===== config.mk =====
export PLATFORM = sky130hd
export DESIGN_NAME = vga_timing_out_flat
export DESIGN_NICKNAME = d
export VERILOG_FILES = /design/src/rtl/vga_timing_out_if.sv /design/src/rtl/vga_timing_out.sv /design/src/flat_wrapper.sv
export SDC_FILE = /design/constraint.sdc
export NUM_CORES = 1
export LEC_CHECK = 0
export CAP_MARGIN = 20
export CORE_ASPECT_RATIO = 0.8
export CORE_MARGIN = 2
export CORE_UTILIZATION = 50
export DETAILED_ROUTE_END_ITERATION = 7
export PLACE_DENSITY = 0.83
export SLEW_MARGIN = 20
export SYNTH_ARGS = -nofsm -noshare
export SYNTH_HDL_FRONTEND = slang
export SYNTH_SLANG_ARGS = --single-unit

===== constraint.sdc =====
create_clock -name clk -period 2.2 [get_ports clk]
set_input_delay 0.33 -clock clk [delete_from_list [all_inputs] [get_ports clk]]
set_output_delay 0.33 -clock clk [all_outputs]
set_load 0.01 [all_outputs]

===== src/rtl/vga_timing_out_if.sv =====
// Pixel-side bus of the VGA timing generator: run enable, colour in,
// coordinates, strobes and the pin-mapped output byte.
interface vga_timing_out_if #(
  parameter int HW = 10,
  parameter int VW = 10
);
  logic          en;
  logic [7:0]    pix_rgb;
  logic [HW-1:0] hpos;
  logic [VW-1:0] vpos;
  logic          pix_ce;
  logic          de;
  logic          frame_start;
  logic          line_start;
  logic [7:0]    uo_vga;

  modport master (
    input  en, pix_rgb,
    output hpos, vpos, pix_ce, de, frame_start, line_start, uo_vga
  );

  modport slave (
    output en, pix_rgb,
    input  hpos, vpos, pix_ce, de, frame_start, line_start, uo_vga
  );
endinterface


===== src/rtl/vga_timing_out.sv =====
// VGA timing generator and pin formatter (legacy or PMOD pin order).
// Optional 2x2 ordered dither in PMOD mode when VGA_DITHER_EN is defined.
module vga_timing_out #(
  parameter int CLK_DIV  = 2,
  parameter int H_ACTIVE = 640,
  parameter int H_FP     = 16,
  parameter int H_SYNC   = 96,
  parameter int H_BP     = 48,
  parameter int V_ACTIVE = 480,
  parameter int V_FP     = 10,
  parameter int V_SYNC   = 2,
  parameter int V_BP     = 33,
  parameter bit HS_POL   = 1'b0,
  parameter bit VS_POL   = 1'b0,
  parameter int PIN_MODE = 0
) (
  input  logic              clk,
  input  logic              rst_n,
  vga_timing_out_if.master  bus
);
  localparam int H_TOTAL  = H_ACTIVE + H_FP + H_SYNC + H_BP;
  localparam int V_TOTAL  = V_ACTIVE + V_FP + V_SYNC + V_BP;
  localparam int HW       = $clog2(H_TOTAL);
  localparam int VW       = $clog2(V_TOTAL);
  localparam int DW       = (CLK_DIV > 1) ? $clog2(CLK_DIV) : 1;
  localparam int HS_START = H_ACTIVE + H_FP;
  localparam int HS_END   = HS_START + H_SYNC;
  localparam int VS_START = V_ACTIVE + V_FP;
  localparam int VS_END   = VS_START + V_SYNC;
  localparam logic [7:0] UO_IDLE = (PIN_MODE == 0) ? {7'b0, ~HS_POL}
                                                   : {~HS_POL, 3'b0, ~VS_POL, 3'b0};

  logic [DW-1:0] div;
  logic          pix_ce;
  logic [HW-1:0] hpos;
  logic [VW-1:0] vpos;
  logic          line_start, frame_start;
  logic [7:0]    uo_vga, uo_next;
  logic          en, step, h_last, v_last;
  logic          hs, vs, de, show;
  logic [2:0]    r, g;
  logic [1:0]    b, r2, g2;

  assign en = bus.en;

  // With CLK_DIV=1 the divider never leaves 0, so pix_ce stays high.
  always_ff @(posedge clk or negedge rst_n) begin
    if (!rst_n) begin
      div    <= '0;
      pix_ce <= 1'b0;
    end else if (div == DW'(CLK_DIV - 1)) begin
      div    <= '0;
      pix_ce <= 1'b1;
    end else begin
      div    <= div + 1'b1;
      pix_ce <= 1'b0;
    end
  end

  assign step   = pix_ce & en;
  assign h_last = (hpos == HW'(H_TOTAL - 1));
  assign v_last = (vpos == VW'(V_TOTAL - 1));

  always_ff @(posedge clk or negedge rst_n) begin
    if (!rst_n) begin
      hpos        <= '0;
      vpos        <= '0;
      line_start  <= 1'b0;
      frame_start <= 1'b0;
    end else begin
      line_start  <= step & h_last;
      frame_start <= step & h_last & v_last;
      if (step) begin
        hpos <= h_last ? '0 : hpos + 1'b1;
        if (h_last) vpos <= v_last ? '0 : vpos + 1'b1;
      end
    end
  end

  assign hs   = ((hpos >= HW'(HS_START)) && (hpos < HW'(HS_END))) ? HS_POL : ~HS_POL;
  assign vs   = ((vpos >= VW'(VS_START)) && (vpos < VW'(VS_END))) ? VS_POL : ~VS_POL;
  assign de   = (hpos < HW'(H_ACTIVE)) && (vpos < VW'(V_ACTIVE));
  assign show = de & en;

  assign r = bus.pix_rgb[7:5];
  assign g = bus.pix_rgb[4:2];
  assign b = bus.pix_rgb[1:0];

`ifdef VGA_DITHER_EN
  if (PIN_MODE == 1) begin : g_dither
    // Only the upper threshold bit matters once the channel is cut to 2 bits.
    logic       dth;
    logic [3:0] r_sum, g_sum;
    assign dth   = hpos[0] ^ vpos[0];
    assign r_sum = {1'b0, r} + {3'b0, dth};
    assign g_sum = {1'b0, g} + {3'b0, dth};
    assign r2    = r_sum[3] ? 2'b11 : r_sum[2:1];
    assign g2    = g_sum[3] ? 2'b11 : g_sum[2:1];
  end else begin : g_trunc
    assign r2 = r[2:1];
    assign g2 = g[2:1];
  end
`else
  assign r2 = r[2:1];
  assign g2 = g[2:1];
`endif

  always_comb begin
    uo_next = UO_IDLE;
    if (PIN_MODE == 0)
      uo_next = {show ? b : 2'b0, show ? g : 3'b0, show ? r2 : 2'b0, hs};
    else
      uo_next = {hs, show & b[0], show & g2[0], show & r2[0],
                 vs, show & b[1], show & g2[1], show & r2[1]};
  end

  // One pixel behind the counters, sync and colour from the same coordinate.
  always_ff @(posedge clk or negedge rst_n) begin
    if (!rst_n)      uo_vga <= UO_IDLE;
    else if (pix_ce) uo_vga <= uo_next;
  end

  logic unused_bits;
  assign unused_bits = ^{vs, g, g2, r[0]};

  assign bus.hpos        = hpos;
  assign bus.vpos        = vpos;
  assign bus.pix_ce      = pix_ce;
  assign bus.de          = de;
  assign bus.line_start  = line_start;
  assign bus.frame_start = frame_start;
  assign bus.uo_vga      = uo_vga;
endmodule

===== src/flat_wrapper.sv =====
// flat-port wrapper written by rule: the top's interface ports become plain ports
module vga_timing_out_flat 
#(
  parameter int CLK_DIV  = 2,
  parameter int H_ACTIVE = 640,
  parameter int H_FP     = 16,
  parameter int H_SYNC   = 96,
  parameter int H_BP     = 48,
  parameter int V_ACTIVE = 480,
  parameter int V_FP     = 10,
  parameter int V_SYNC   = 2,
  parameter int V_BP     = 33,
  parameter bit HS_POL   = 1'b0,
  parameter bit VS_POL   = 1'b0,
  parameter int PIN_MODE = 0
)
  (clk, rst_n, bus_en, bus_pix_rgb, bus_hpos, bus_vpos, bus_pix_ce, bus_de, bus_frame_start, bus_line_start, bus_uo_vga);
  vga_timing_out_if bus_i ();
  input  logic clk;
  input  logic rst_n;
  input wire logic [$bits(bus_i.en)-1:0] bus_en;
  input wire logic [$bits(bus_i.pix_rgb)-1:0] bus_pix_rgb;
  output wire logic [$bits(bus_i.hpos)-1:0] bus_hpos;
  output wire logic [$bits(bus_i.vpos)-1:0] bus_vpos;
  output wire logic [$bits(bus_i.pix_ce)-1:0] bus_pix_ce;
  output wire logic [$bits(bus_i.de)-1:0] bus_de;
  output wire logic [$bits(bus_i.frame_start)-1:0] bus_frame_start;
  output wire logic [$bits(bus_i.line_start)-1:0] bus_line_start;
  output wire logic [$bits(bus_i.uo_vga)-1:0] bus_uo_vga;
  assign bus_i.en = bus_en;
  assign bus_i.pix_rgb = bus_pix_rgb;
  assign bus_hpos = bus_i.hpos;
  assign bus_vpos = bus_i.vpos;
  assign bus_pix_ce = bus_i.pix_ce;
  assign bus_de = bus_i.de;
  assign bus_frame_start = bus_i.frame_start;
  assign bus_line_start = bus_i.line_start;
  assign bus_uo_vga = bus_i.uo_vga;
  vga_timing_out #(.CLK_DIV(CLK_DIV), .H_ACTIVE(H_ACTIVE), .H_FP(H_FP), .H_SYNC(H_SYNC), .H_BP(H_BP), .V_ACTIVE(V_ACTIVE), .V_FP(V_FP), .V_SYNC(V_SYNC), .V_BP(V_BP), .HS_POL(HS_POL), .VS_POL(VS_POL), .PIN_MODE(PIN_MODE)) u_core (.clk(clk), .rst_n(rst_n), .bus(bus_i));
endmodule

==> out/qor.yml <==
status: "finished, final reports clean"
grtUsageTotal_pct: 22.8
cp_slowest_cell: "dfrtp_1"
syn-num-nets: 168
num_rows: 17
cp.depth: 3
cts_max_level: 2
slew_violations: 0
synth_cell_types: 32
worstSetupStartpointType: "register"
yosysWarnings: 0
tritoncts: "yes"
min-delay-start: "u_core.div$_DFF_PN0_"
r2r-start: "u_core.bus.vpos[0]$_DFFE_PN0P_"
dieArea_sq_um: 3490
hold_class: "reg -> reg"
drt-total-wl_microns: 3440
hold_depth: 0
critPathMaxStageDelay_ns: 0.46
dr_total_vias: 1292
grt_first_pass_wirelength_microns: 5710
cts-root-buf: "clkbuf_8"
initial_core_util_pct: 53.6
power.internal_uw: 1020
netSwitchingPower_uw: 387
criticalPathCategory: "reg -> out"
path_cells: "and4_1 > nor3_1 > dlymetal6s2s_1"
clock-sinks: 32
numCtsBuffers: 5
vdd_drop_max_mv: 0.470
hold_viol: 0
clkPwrFrac_pct: 29.6
end_kind: "primary output"
pwr-share-seq_pct: 51.7
numPortBuffers: 41
seq_area_frac_synth_pct: 52.8
place_area_sq_um: 1980
worst-path-buf-inv: 1
post-cts-setup-buffers: 0
dr.pass1.iters: 4
nNetsFinal: 216
vias_per_cell: 5.38
swShare_pct: 27.6
grt_max_degree: 33
die_x_microns: 65.6
clk_latency_ns: 0.28
detail-route-antenna-nets: 0
core_area_sq_um: 2830
area_growth_pct: 36.2
tns_ns: 0
diodes: 0
fmax_mhz: 564
wl_per_cell_microns: 14.3
p_leak_uw: 0.000924
worst_ep_arrival_time_ns: 1.44
crit_start: "u_core.bus.vpos[5]$_DFFE_PN0P_"
cp_max_fo: 7
drtIter0Drc: 86
antenna_found_initial: 0
clockBufferDepth: 2
rsz0062_at_grt: "false"
postSynthCellCount: 153
overflow: 0
drc: 0
power_uw: 1400
drive_gt1_share_pct: 7.43
relSlewSlack_pct: 70.9
cap_viol_max_count: 0
period_needed_ns: 1.77
p_per_area_nw_per_um2: 679
synthesis.area_sq_um: 1520
critical_path.top_delay_family: "simple AND/OR/NAND/NOR gates"
crit_required_ns: 1.87
finalCritPeriodShare_pct: 80.7
avgSynthCellArea_sq_um: 9.92
reg2reg_depth: 6
dpl.hpwl_microns: 2480
clk_pin_slew_ns: 0.06
final_area_sq_um: 2070
globalplace.congestion: 0.844
p_comb_share_pct: 18.8
setup_violations: 0
finClkSkew_ns: 0.00866
tightest_slew_ns: 0.433
grt_pass1_vias: 1250
die_h_microns: 53.3
synth-seq-cells: 32
num_io_pins: 43
-- Yosys cell counts --
master,n,area share (%)
xnor2_1,6,3.5
o21ai_0,15,4.9
inv_1,13,3.2
nand2_1,20,4.9
buf_4,2,0.99
nor4_1,1,0.41
nand4b_1,1,0.58
mux2i_1,1,0.66
xor2_1,5,2.9
and3_1,6,2.5
dfstp_2,1,1.7
nor2b_1,1,0.41
and2_1,2,0.82
or2_2,1,0.41
o21a_1,1,0.49
a31oi_1,2,0.82
and4bb_2,1,0.82
nand3_1,8,2.6
nand4_1,4,1.6
and4b_1,1,0.66
nor3_2,1,0.66
a21oi_1,3,0.99
nor2_1,10,2.5
nor3_1,2,0.66
dfrtp_1,31,51
ha_1,4,3.3
a21o_1,1,0.49
nor4_4,1,1.4
o31ai_1,1,0.49
a22o_1,2,1.2
and4_1,3,1.7
clkbuf_1,2,0.49
-- layout by cell type (no fill, tap or decap), types with 2 or more instances in the layout --
master	netlist	layout
nor3_1	2	2
nor2_1	10	10
o21ai_0	15	15
nand4_1	4	4
a31oi_1	2	2
dfrtp_1	31	31
nand3_1	8	8
clkbuf_1	2	2
and4_1	3	3
ha_1	4	4
a22o_1	2	2
and3_1	6	6
clkdlybuf4s50_1	0	40
and2_1	2	2
xnor2_1	6	6
buf_4	2	4
nand2_1	20	20
xor2_1	5	5
a21oi_1	3	3
clkbuf_8	0	5
inv_1	13	13
-- path summary, 6_finish.rpt --
| kind | end | slack, ns |
|---|---|---|
| max in group asynchronous | u_core.bus.uo_vga[0]$_DFFE_PN1P_ | 1.43 |
| hold / removal | u_core.bus.pix_ce$_DFF_PN0_ | 0.39 |
| hold reg to reg | u_core.bus.pix_ce$_DFF_PN0_ | 0.39 |
| setup / recovery | bus_de | 0.43 |
| setup reg to reg | u_core.bus.vpos[1]$_DFFE_PN0P_ | 0.49 |
| min in group asynchronous | u_core.bus.hpos[7]$_DFFE_PN0N_ | 0.45 |
-- worst register-to-register path: cells and delay by family, from the launching register on --
kind                     cells  cell delay [ns]
AND/OR/NAND/NOR              3             0.72
flip-flops                   1             0.45
AO/OA/AOI/OAI                1             0.19
adder cells (fa/ha/maj)      1             0.15
buffers and inverters        1             0.09
-- layer usage --
layer	share of wire, %	global-route usage [%]	vias up
li1	-	-	617
met1	43	28.7	636
met2	51	38.1	37
met3	5.1	5.96	2
met4	0.29	8.33	0
met5	0	0	-
-- through the flow --
step | hold slack, ns | setup slack [ns] | util (%) | instances
after floorplan | 0.0344 | 0.663 | - | 153
after global placement | 0.361 | 0.338 | 70.1 | 232
after detailed placement | 0.388 | 0.285 | 70.1 | 232
after CTS | 0.402 | 0.0668 | 73.0 | 240
after global routing | 0.414 | 0.344 | 73.1 | 240
final | 0.393 | 0.425 | 73.1 | 240
-- flip-flops by register name (all words and copies together), names as in the netlist --
name,count
u_core.bus.frame_start,1
u_core.bus.hpos,10
u_core.bus.line_start,1
u_core.bus.pix_ce,1
u_core.bus.uo_vga,8
u_core.bus.vpos,10
u_core.div,1
-- logic make-up after synthesis --
group	count (synthesis)	synth area share, %
AOI/OAI and AO/OA	25	9.40
xor gates and xnor gates	11	6.35
adders and majority gates	4	3.30
buffers and inverters	17	4.70
DFF	32	52.8
muxes	1	0.660
and+or+nand+nor	63	22.8
-- cell type report --
cell class                      instances  area, sq um
Clock buffer                            7         76.3
Clock inverter                          1         5.00
Fill cell                             220          762
Inverter                               13         48.8
Multi-Input combinational cell        104          644
Sequential cell                        32          802
Tap cell                               38         47.5
Timing Repair Buffer                   45          443
-- repair_timing --
action,in CTS,in global routing
gates resized for setup,0,1
setup endpoints to repair,0,1
hold buffers,0,0
-- power groups by stage --
stage | registers (uW) | logic, uW | clock network [uW]
after global placement | 726 | 256 | 0
after detailed placement | 732 | 267 | 0
after floorplan | 741 | 86.0 | 0
after global routing | 734 | 288 | 461
after CTS | 723 | 268 | 427
final | 725 | 264 | 415
(Power assumes the default switching activity.)
